### config.mk
export PLATFORM = sky130hd
export DESIGN_NAME = hazard_sequencer
export DESIGN_NICKNAME = d
export VERILOG_FILES = /design/src/rtl/hazard_sequencer.sv
export SDC_FILE = /design/constraint.sdc
export NUM_CORES = 1
export LEC_CHECK = 0
export ABC_AREA = 1
export CAP_MARGIN = 20
export CORE_ASPECT_RATIO = 1.1
export CORE_UTILIZATION = 41
export CTS_BUF_LIST = sky130_fd_sc_hd__clkbuf_16
export DETAILED_ROUTE_END_ITERATION = 8
export PLACE_DENSITY = 0.74
export SLEW_MARGIN = 0
export SYNTH_ARGS = -nofsm -noshare
export SYNTH_HDL_FRONTEND = slang
export SYNTH_SLANG_ARGS = --single-unit
### constraint.sdc
create_clock -name clk -period 2.08 [get_ports clk]
set_input_delay 0.52 -clock clk [delete_from_list [all_inputs] [get_ports clk]]
set_output_delay 0.52 -clock clk [all_outputs]
set_load 0.05 [all_outputs]
### src/rtl/hazard_sequencer.sv
// rtl/hazard_sequencer.sv - ID-stage stall/bubble/flush sequencer with SWAP two-issue handling
module hazard_sequencer #(
  parameter logic [3:0] ATYPE_OP  = 4'b0001,
  parameter logic [3:0] SWAP_FUNC = 4'b1111,
  parameter logic [3:0] LOAD_OP   = 4'b1000
) (
  input  logic        clk,
  input  logic        reset_n,
  input  logic [3:0]  ID_ALUOP,
  input  logic [3:0]  ID_FunctionCode,
  input  logic [3:0]  ID_Rs,
  input  logic [3:0]  ID_Rt,
  input  logic [3:0]  EX_ALUOP,
  input  logic [3:0]  EX_Rd,
  input  logic        BranchTaken,
  output logic        PCWrite,
  output logic        IFIDWrite,
  output logic        IFIDFlush,
  output logic        IDEXBubble,
  output logic        SwapSecond,
  output logic [15:0] StallCount,
  output logic [7:0]  FlushCount
);

  typedef enum logic {
    RUN   = 1'b0,
    SWAP2 = 1'b1
  } state_t;

  state_t state;
  state_t state_next;
  logic   load_use;
  logic   is_swap;

  // Hazard detection; R0 is compared like any other register.
  assign load_use = (EX_ALUOP == LOAD_OP) && ((EX_Rd == ID_Rs) || (EX_Rd == ID_Rt));
  assign is_swap  = (ID_ALUOP == ATYPE_OP) && (ID_FunctionCode == SWAP_FUNC);

  // State register; reset abandons any half-issued SWAP.
  always_ff @(posedge clk or negedge reset_n) begin
    if (!reset_n) begin
      state <= RUN;
    end else begin
      state <= state_next;
    end
  end

  // Next state and pipeline controls; priority is branch, then load-use, then SWAP.
  // Controls are held at their idle values while reset is asserted so random
  // inputs during reset cannot flush or stall the pipeline.
  always_comb begin
    state_next = RUN;
    PCWrite    = 1'b1;
    IFIDWrite  = 1'b1;
    IFIDFlush  = 1'b0;
    IDEXBubble = 1'b0;
    SwapSecond = 1'b0;
    if (reset_n) begin
      case (state)
        RUN: begin
          if (BranchTaken) begin
            // PC keeps writing so the branch target is fetched.
            IFIDFlush  = 1'b1;
            IDEXBubble = 1'b1;
          end else if (load_use) begin
            PCWrite    = 1'b0;
            IFIDWrite  = 1'b0;
            IDEXBubble = 1'b1;
          end else if (is_swap) begin
            // First half issues into EX while SWAP stays in ID for the second half.
            PCWrite    = 1'b0;
            IFIDWrite  = 1'b0;
            state_next = SWAP2;
          end
        end
        SWAP2: begin
          // EX holds the SWAP first half, so load-use and SWAP detection do not apply.
          if (BranchTaken) begin
            IFIDFlush  = 1'b1;
            IDEXBubble = 1'b1;
          end else begin
            SwapSecond = 1'b1;
          end
        end
        default: begin
          state_next = RUN;
        end
      endcase
    end
  end

  // Saturating performance counters, cleared only by reset.
  always_ff @(posedge clk or negedge reset_n) begin
    if (!reset_n) begin
      StallCount <= 16'd0;
      FlushCount <= 8'd0;
    end else begin
      if (!PCWrite && (StallCount != 16'hFFFF)) begin
        StallCount <= StallCount + 16'd1;
      end
      if (IFIDFlush && (FlushCount != 8'hFF)) begin
        FlushCount <= FlushCount + 8'd1;
      end
    end
  end

endmodule
# Word level (Yosys, flattened, before mapping)

Cells that the tools add are included.

Bits of input ports: 27
Bits in registers: 25
Word-level logic and storage cells: 38

Mux-type cells: 19
$add $sub $neg: 2
Equality and inequality tests: 7
Bitwise operators: 1
Reduce and logical (&&, ||, !) cells: 6

Operators with widths:

| kind                                          | count |
|---|---|
| 2-to-1 mux 1 bit                              | 18 |
| adder 16 x 1 -> 16 bit, second input constant | 1 |
| != test 16 bit, second input constant         | 1 |
| adder 8 x 1 -> 8 bit, second input constant   | 1 |
| == test 4 bit                                 | 2 |
| == test 4 bit, second input constant          | 2 |
| != test 8 bit, second input constant          | 1 |
| == test 4 x 1 -> 1 bit, second input constant | 1 |
| logical AND 1 bit                             | 4 |
| case mux 1 bit (2 select lines)               | 1 |
| logical NOT 1 bit                             | 1 |
| logical OR 1 bit                              | 1 |
| inverter 1 bit                                | 1 |

# Logic depth before layout (Yosys ltp)

Gate-level depths: netlist of run 1.

Word-level depth: 9
Gate-level depth with buffers: 12
Mapped depth without buffers: 12

# Worst setup path before layout of run 1

Ideal clock, no wire load.

Path kind: input to output
From: input EX_ALUOP[1]
To: output IDEXBubble
Stages: 3
Path slack: -0.558 ns
Arrival time: 2.118 ns
Required time: 1.560 ns
Path buffers: 0
Cell sequence: nor4_1 nand2_1 o21ai_0

Longest elaborated chain between the ends: 6

Ends and longest elaborated chain:

| item                            | RTL line | source |
|---|---|---|
| from (decl)                     | 13       | `input logic [3:0] EX_ALUOP,` |
| == test 4 bit                   | 36       | `assign load_use = (EX_ALUOP == LOAD_OP) && ((EX_Rd == ID_Rs) \|\| (EX_Rd == ID_Rt));` |
| logical AND 1 bit               | 36       |  |
| 2-to-1 mux 1 bit                | 65       | `end else if (load_use) begin` |
| 2-to-1 mux 1 bit                | 61       | `if (BranchTaken) begin` |
| case mux 1 bit (2 select lines) | 59       | `case (state)` |
| 2-to-1 mux 1 bit                | 58       | `if (reset_n) begin` |
| to (decl)                       | 19       | `output logic IDEXBubble,` |

No other way between the ends.

# Worst setup path in the final report of run 1

From: input ID_ALUOP[0]
To: output PCWrite

Longest elaborated chain between the ends: 7

Ends and longest elaborated chain:

| item                   | RTL line | source |
|---|---|---|
| from (decl)            | 9        | `input logic [3:0] ID_ALUOP,` |
| == test 4 x 1 -> 1 bit | 37       | `assign is_swap = (ID_ALUOP == ATYPE_OP) && (ID_FunctionCode == SWAP_FUNC);` |
| logical AND 1 bit      | 37       |  |
| 2-to-1 mux 1 bit       | 69       | `end else if (is_swap) begin` |
| 2-to-1 mux 1 bit       | 65       |  |
| 2-to-1 mux 1 bit       | 61       |  |
| 2-to-1 mux 1 bit       | 59       |  |
| 2-to-1 mux 1 bit       | 58       |  |
| to (decl)              | 16       | `output logic PCWrite,` |

No other way between the ends.

==> metrics.txt, run 1 <==
initial antenna violation count=0; io pins=56; Final Setup Violations=0; CP Launch Point=ID_ALUOP[0]; layout cell share with drive strength beyond 1=33.3%; cell taking the most area after synthesis=dfrtp_1; Post-CTS Hold Fix Bufs=0; global-route wire length before repair=6890 um; pin count of the biggest net entering global routing=22; CTS tree=done; Initial Utilization=between 40% and 50%; number of rows in the core area=24; CP Max Fanout=2; CP max-delay cell=nor4_4; post-synth cell types=25; DP Worst Slack=-0.478 ns; Seq/Total Area, Yosys=36.9%; cell area after synthesis=between 1500 and 2000 sq um; crit path kind=input port to output pin; Crit path max-delay family=simple AND/OR/NAND/NOR gates; post-route clock period utilization=98.0%; Die W=63.3 um; Arr. time, crit path=1.52 ns; Worst Setup Start Kind=input port; CP Capture Type=output pin; commonest non-fill, non-tap cells in the layout=nand2_1 (76), buf_4 (43), inv_1 (36); status=complete, no violations; Skew-Pair Late Insertion Delay=0.26 ns; core area=3960 sq um; H-tree depth=1; top-area cell type share of the netlist area=roughly 37%; # fillers=357; grt ovf=0; Die Height=69.5 um; routed vias=1675; port bufs=55; PnR worst setup slack=between 0.04 and 0.05 ns; Fmax=491 MHz; Peak VDD IR=584 uV; Synth Area per Inst=7.13 sq um; slew of the pin with the lowest slew margin=0.499 ns; hpwl dp=roughly 3000 um; Static Leak=1.41 nW; pwr/cell area=~610 nW/um^2; Ys Warns=0; worst reg2reg startpoint=StallCount[0]; synthesized instance count=around 240; Final min period=2.04 ns; P&R area growth vs syn=51.4%; vias per cell=~4.6; vias in the first global route=roughly 1600; WL/cell=11.0 um; Clock transition at path regs=0.07 ns; Total Die Area=4400 sq um; First-pass DRT Iterations=4; Root Driver=clkbuf_16; footprint of the multi-input gates=around 960 sq um; Placer Congestion=between 0.8 and 0.9; Register Area=about 630 sq um; Routed WL=4050 um; Num Clock Sinks=25; Max-Cap Viols=0; Final TNS setup=0 ns; CTS buffer count=3; largest cells by area after synthesis=dfrtp_1 (37%), nand2_1 (18%), inv_1 (9.5%); HP Class=input port to async pin; Critical Path, Cell by Cell=clkbuf_2, inv_2, nor4_4, nand3_4, nand2_4, clkinvlp_4, buf_8; Buf/Inv on CP=4; Slew headroom=~67%; Post-route DRC=0; commonest non-fill, non-tap cell in the layout=nand2_1; Worst path max stage delay=0.35 ns; ANT nets after route=0; GRT Overall Usage=19.5%; Final nets=345; first-iteration detailed-routing DRC count=68; Final Skew=0.00313 ns; synthesis-stage register bit count=25; Fin. Hold Viols=0; Clock Tree Buf Depth=2; # diodes=0; syn_nets=roughly 270; worst endpoint required time=1.56 ns; max-slew violation count=0
## final cells by class
class                           instances  area share [%]
Tap cell                               52            2.53
Inverter                               43            7.11
Timing Repair Buffer                   77            25.5
Clock inverter                          1           0.292
Sequential cell                        25            24.4
Multi-Input combinational cell        166            37.3
Clock buffer                            3            2.92
## metal layers
metal / track usage (%) / vias to the layer above / wire length, um
li1: - / 875 / -
met1: 22.1 / 755 / 1700
met2: 35.7 / 41 / 2160
met3: 3.95 / 4 / 149
met4: 6.06 / 0 / 39
met5: 0 / - / 0
## logic make-up after synthesis
group / synth area share, %
flops: 36.9
buf+inv: 11.9
compound gates: 2.73
simple gates: 37.2
fa+ha+maj: 1.47
xor+xnor: 9.81
## worst register-to-register path: cells and delay by family (launching register included)
family        cells  cell delay, ns
simple gates      8            1.07
buf+inv           1            0.04
fa+ha+maj         1            0.21
flops             1            0.39
## report_power, final
| part | total [mW] | internal, mW | leakage, nW | switching (mW) |
|---|---|---|---|---|
| clock network | 0.437 | 0.261 | 0.0371 | 0.176 |
| registers | 0.613 | 0.541 | 0.299 | 0.0718 |
| logic | 0.517 | 0.189 | 1.07 | 0.327 |
## sequential cells by signal (all words and copies together), names as in the netlist
register and cells:
state 1, StallCount 16, FlushCount 8
## worst paths after layout
check                            endpoint  slack [ns]  cells after the start
max                               PCWrite        0.04                      7
min                         FlushCount[5]        0.33                      2
max reg2reg                 StallCount[6]        0.27                     10
min reg2reg                 FlushCount[7]        0.51                      1
max in group asynchronous  StallCount[10]        1.28                      3
min in group clk            FlushCount[7]        0.51                      1
## cells in the mapped netlist
cell type,n
dfrtp_1,25
xor2_1,13
nor3_1,1
nand2_4,1
nor3b_1,1
nand2_1,81
buf_2,1
nand4_4,1
nor2_1,18
xnor2_1,6
nand3_1,23
a21oi_1,2
buf_12,1
nand3_4,1
nand2_2,4
nor2_4,2
buf_4,2
inv_1,43
nor4_1,2
nand4_1,2
o21ai_1,1
ha_1,2
nand3_2,1
o21ai_2,3
o21ai_0,1
## repair_timing
| action | 4_1_cts | 5_1_grt |
|---|---|---|
| buffers inserted | 6 | 3 |
| resized for setup | 85 | 26 |
| endpoints found under the hold margin | 0 | 0 |
| endpoints found under the setup margin | 20 | 3 |
| pin swaps | 20 | 17 |
## through the flow
step	total power [mW]	hold slack [ns]	utilization [%]	area [sq um]	cells
2_1_floorplan	0.921	0.224	-	1770	238
3_3_place_gp	1.13	0.492	60.6	2400	354
3_5_place_dp	1.14	0.489	60.6	2400	354
4_1_cts	1.57	0.352	63.3	2510	364
5_1_grt	1.65	0.338	64.8	2570	367
6_report	1.57	0.326	64.8	2570	367
Note: power is estimated with default switching activity, not from simulation.
==> run 2: changes to the inputs <==
==> constraint.sdc (replaced) <==
create_clock -name clk -period 2.08 [get_ports clk]
set_input_delay 0.624 -clock clk [delete_from_list [all_inputs] [get_ports clk]]
set_output_delay 0.624 -clock clk [all_outputs]
set_load 0.05 [all_outputs]
==> run 2 against run 1 <==
Net effect: the flow now finishes with violations (setup timing); final cell count down 0.82%; highest routed layer unchanged; global-route usage down 0.40 points; sequential cell count unchanged; maximum frequency down 8.3%; routed wire length down 3.4%; clock power up 0.9%; die area unchanged; clock skew about the same.
==> metrics.txt, run 2 (same netlist as run 1, synthesis figures left out) <==
status=complete, but fails checks; failing checks=setup timing; slew of the pin with the lowest slew margin=0.296 ns; Final nets=342; vias in the first global route=1598; First-pass DRT Iterations=4; worst endpoint required time=1.46 ns; footprint of the multi-input gates=957 sq um; top flop regs=StallCount: 16 flops, FlushCount: 8 flops, state: 1 flops; # diodes=0; GRT Overall Usage=roughly a fifth; Root Driver=clkbuf_16; H-tree depth=1; first-iteration detailed-routing DRC count=77; CP max-delay cell=buf_8; hpwl dp=2960 um; vias per cell=4.61; pin count of the biggest net entering global routing=22; crit path kind=input port to output pin; global-route wire length before repair=6710 um; CTS buffer count=3; Crit path max-delay family=simple AND/OR/NAND/NOR gates; Post-CTS Hold Fix Bufs=0; port bufs=55; pwr/cell area=614 nW/um^2; Reg with most FFs=StallCount; PnR worst setup slack=-0.142 ns; Arr. time, crit path=approximately 1.6 ns; Final min period=between 2 and 2.5 ns; layout cell share with drive strength beyond 1=between 30% and 40%; worst hold margin=between 0.4 and 0.5 ns; ANT nets after route=0; routed vias=1679; final core occ=64.7%; Die Height=69.5 um; Final Skew=0.00277 ns; Buf/Inv on CP=4; max FFs per register=16; number of rows in the core area=24; Final Setup Violations=3; Clock Tree Buf Depth=2; R2R Setup Slk=0.29 ns; commonest non-fill, non-tap cell in the layout=nand2_1; Fin. Hold Viols=0; WL/cell=10.7 um; Slew headroom=80.2%; Clock transition at path regs=roughly 0.070 ns; CTS tree=done; Post-route DRC=0; initial antenna violation count=0; Initial Utilization=between 40% and 50%; core area=slightly below 4000 sq um; Worst path max stage delay=0.16 ns; Peak VDD IR=551 uV; Placer Congestion=0.804; commonest non-fill, non-tap cells in the layout=nand2_1 (75), buf_4 (43), inv_1 (35); io pins=56; post-route clock period utilization=107%; Max-Cap Viols=0; Critical Path, Cell by Cell=buf_8, inv_6, nand2_2, nand2_2, nor2_2, nand2_1, nand2_2, nand3_2, nand2_4, clkinvlp_4, buf_8; CP Max Fanout=3; # fillers=361; max-slew violation count=0; P&R area growth vs syn=51.1%; RSZ-0062 raised after global routing=yes; Register Area=about 630 sq um; Num Clock Sinks=25; Routed WL=3910 um; Fmax=450 MHz; CP Capture Type=output pin; Worst Setup Start Kind=input port; overall power=around 1.6 mW; CP dominant cell by count=nand2_2; Static Leak=approximately 1.4 nW; Skew-Pair Late Insertion Delay=approximately 0.26 ns; Die W=63.3 um; HP Class=input port to async pin; Total Die Area=4400 sq um; grt ovf=0
[run 2: changes by cell type in the layout (fill, tap and decap cells not counted), sizes merged]
cell and delta:
clkbuf -2, clkdlybuf4s50 -3, buf +2
[run 2: worst paths after layout]
| path | startpoint | endpoint | cells after the start |
|---|---|---|---|
| worst max-delay path | EX_Rd[3] | PCWrite | 11 |
| worst min-delay path | reset_n | FlushCount[6] | 2 |
| worst max register to register | StallCount[1] | StallCount[12] | 10 |
| worst min register to register | FlushCount[6] | FlushCount[6] | 1 |
| max in group asynchronous | reset_n | StallCount[6] | 3 |
| min in group clk | FlushCount[6] | FlushCount[6] | 1 |
[run 2: cell type report]
cell class / instances / share of cell area [%]
sequential: 25 / 24.4
tap: 52 / 2.54
multi-input combinational: 166 / 37.3
clock inverter: 1 / 0.293
clock buffer: 3 / 2.93
inverter: 43 / 7.13
timing repair buffer: 74 / 25.4
[run 2: metrics by stage]
stage | TNS, ns | instances | setup WS [ns] | area [sq um]
after CTS | -0.341 | 364 | -0.129 | 2540
final | -0.372 | 364 | -0.142 | 2560
after global routing | -0.647 | 364 | -0.233 | 2560
after detailed placement | -9.91 | 354 | -0.681 | 2390
after global placement | -9.66 | 354 | -0.677 | 2390
after floorplan | -0.721 | 238 | -0.347 | 1770
[run 2: layer usage]
metal  share of wire, %  vias up  routed length (um)  global-route usage [%]
met3                3.7        2                 145                    3.13
li1                   -      866                   -                       -
met5                  0        -                   0                       0
met2                 53       35                2070                    34.4
met4               0.59        0                  23                    6.57
met1                 43      776                1670                    22.4
[run 2: timing repair]
item                                   4_1_cts  5_1_grt
setup buffers                                6        0
endpoints found under the hold margin        0        0
setup endpoints to repair                   20        4
gates resized for setup                    112        6
cloned                                       0        0
pin swaps                                   23       11
[run 2: power breakdown]
| part | internal (mW) | switching (mW) | leakage [nW] |
|---|---|---|---|
| clock | 0.261 | 0.180 | 0.0371 |
| combinational | 0.194 | 0.327 | 1.07 |
| sequential | 0.541 | 0.0714 | 0.299 |
==> run 3: changes to the inputs <==
--- a/config.mk
+++ b/config.mk
@@ -8,10 +8,10 @@
 export ABC_AREA = 1
 export CAP_MARGIN = 20
 export CORE_ASPECT_RATIO = 1.1
-export CORE_UTILIZATION = 41
-export CTS_BUF_LIST = sky130_fd_sc_hd__clkbuf_16
+export CORE_UTILIZATION = 43
+export CTS_BUF_LIST = sky130_fd_sc_hd__clkbuf_4 sky130_fd_sc_hd__clkbuf_8
 export DETAILED_ROUTE_END_ITERATION = 8
-export PLACE_DENSITY = 0.74
+export PLACE_DENSITY = 0.77
 export SLEW_MARGIN = 0
 export SYNTH_ARGS = -nofsm -noshare
 export SYNTH_HDL_FRONTEND = slang
==> run 3 against run 2 <==
Net effect: maximum frequency fell by 0.22%; utilization rose by 2.7 points; hold slack got worse by 0.11 ns; critical path depth did not move; non-clock buffer count fell by 7; the run still ends with setup timing left; via count fell by 2.0%; sequential cell count did not move; routed wire length fell by 6.9%.
==> metrics.txt, run 3 (same netlist as run 1, synthesis figures left out) <==
Slew headroom=78.1%; overall power=1.43 mW; Final min period=2.23 ns; port bufs=55; io pins=56; Root Driver=clkbuf_8; CP Max Fanout=3; post-route clock period utilization=107%; slew of the pin with the lowest slew margin=0.327 ns; vias in the first global route=1510; Final Skew=0.00462 ns; initial antenna violation count=0; WL/cell=10.3 um; pin count of the biggest net entering global routing=20; RSZ-0062 raised after global routing=yes; layout cell share with drive strength beyond 1=between 30 and 40%; Placed Area=2380 sq um; crit path kind=input port to output pin; routed vias=1645; Final Setup Violations=3; # diodes=0; Max-Cap Viols=0; status=complete, but fails checks; Die W=61.9 um; first-iteration detailed-routing DRC count=64; CP Capture Type=output pin; Peak VDD IR=~580 uV; Total Die Area=4200 sq um; Clock transition at path regs=0.10 ns; final non-filler cell area=2500 sq um; CTS tree=done; PnR worst setup slack=-0.147 ns; Post-route DRC=0; Fin. Hold Viols=0; ANT nets after route=0; First-pass DRT Iterations=4; CTS buffer count=3; number of rows in the core area=23; Routed WL=3640 um; worst reg2reg startpoint=StallCount[0]; Num Clock Sinks=25; hpwl dp=around 2800 um; vias per cell=around 4.6; grt ovf=0; pwr/cell area=between 500 and 600 nW/um^2; Fmax=449 MHz; CP endpoint=IFIDWrite; footprint of the multi-input gates=972 sq um; Placer Congestion=0.798; DP Worst Slack=-0.659 ns; CP Launch Point=ID_Rs[1]; Finished Layout Cells=355; P&R area growth vs syn=47.4%; Worst R2R Path Depth=10; Arr. time, crit path=1.60 ns; R2R Setup Slk=0.30 ns; Placed Cells=351; max FFs per register=16; failing checks=setup timing; GRT Overall Usage=19.4%; core area=about 3700 sq um; FF-to-FF End=StallCount[9]; commonest non-fill, non-tap cells in the layout=nand2_1 (69), buf_4 (36), inv_1 (32); max-slew violation count=0; Clock Tree Buf Depth=2; worst endpoint required time=1.46 ns; # fillers=311; top flop regs=StallCount: 16 flops, FlushCount: 8 flops, state: 1 flops; global-route wire length before repair=6090 um; Initial Utilization=45.7%; Die Height=67.9 um; Skew-Pair Late Insertion Delay=0.27 ns; final core occ=67.4%; HP Class=input port to async pin; commonest non-fill, non-tap cell in the layout=nand2_1; Worst Setup Start Kind=input port; Static Leak=1.36 nW; H-tree depth=1; Reg with most FFs=StallCount; Register Area=626 sq um; Final nets=about 340
-- run 3: cell types whose count changed in the layout (fill, tap and decap cells not counted), sizes merged --
cell,before,now
buf,66,60
clkbuf,3,4
clkdlybuf4s15,3,2
clkinvlp,2,1
dlygate4sd2,5,4
inv,42,43
-- run 3: worst max-delay path, stage by stage --
cell and delay, ns:
buf_2 0.08, inv_1 0.04, nand2_1 0.05, nand2_1 0.05, nor2_1 0.09, nand2_1 0.07
nand2_2 0.09, nand3_2 0.10, nand2_4 0.12, clkinvlp_4 0.11, buf_8 0.16
-- run 3: how the worst min path moves through the flow --
stage,cells past startpoint,endpoint,from,slack (ns)
6_report,2,FlushCount[7],reset_n,0.29
5_1_grt,2,state,reset_n,0.28
4_1_cts,2,state,reset_n,0.30
3_5_place_dp,1,FlushCount[6],FlushCount[6],0.49
3_3_place_gp,1,FlushCount[7],FlushCount[7],0.49
2_1_floorplan,0,FlushCount[0],reset_n,0.33
-- run 3: layout make-up --
| class | instances | area share, % |
|---|---|---|
| Multi-Input combinational cell | 166 | 38.9 |
| Sequential cell | 25 | 25.0 |
| Clock inverter | 1 | 0.350 |
| Timing Repair Buffer | 67 | 24.3 |
| Inverter | 43 | 7.30 |
| Clock buffer | 3 | 1.65 |
| Tap cell | 50 | 2.50 |
-- run 3: layer usage --
layer	global-route usage [%]	share of wire, %
met4	3.61	0.22
met1	21.0	41
met2	37.4	53
met3	4.91	5.9
met5	0	0
-- run 3: per-stage QoR --
step	hold WS (ns)	TNS, ns
2_1_floorplan	0.328	-0.721
3_3_place_gp	0.490	-9.22
3_5_place_dp	0.490	-9.45
4_1_cts	0.296	-0.317
5_1_grt	0.282	-0.593
6_report	0.294	-0.368
-- run 3: what timing repair did --
action                     in CTS  in global routing
setup endpoints to repair      20                  5
hold buffers                    0                  0
pin swaps                      22                 15
gates resized for setup       112                 21
setup buffers                   0                  0
-- run 3: where the power goes --
| part | internal, mW | switching (mW) | total (mW) | leakage, nW |
|---|---|---|---|---|
| Combinational | 0.191 | 0.324 | 0.515 | 1.04 |
| Clock | 0.140 | 0.164 | 0.304 | 0.0261 |
| Sequential | 0.541 | 0.0696 | 0.610 | 0.299 |
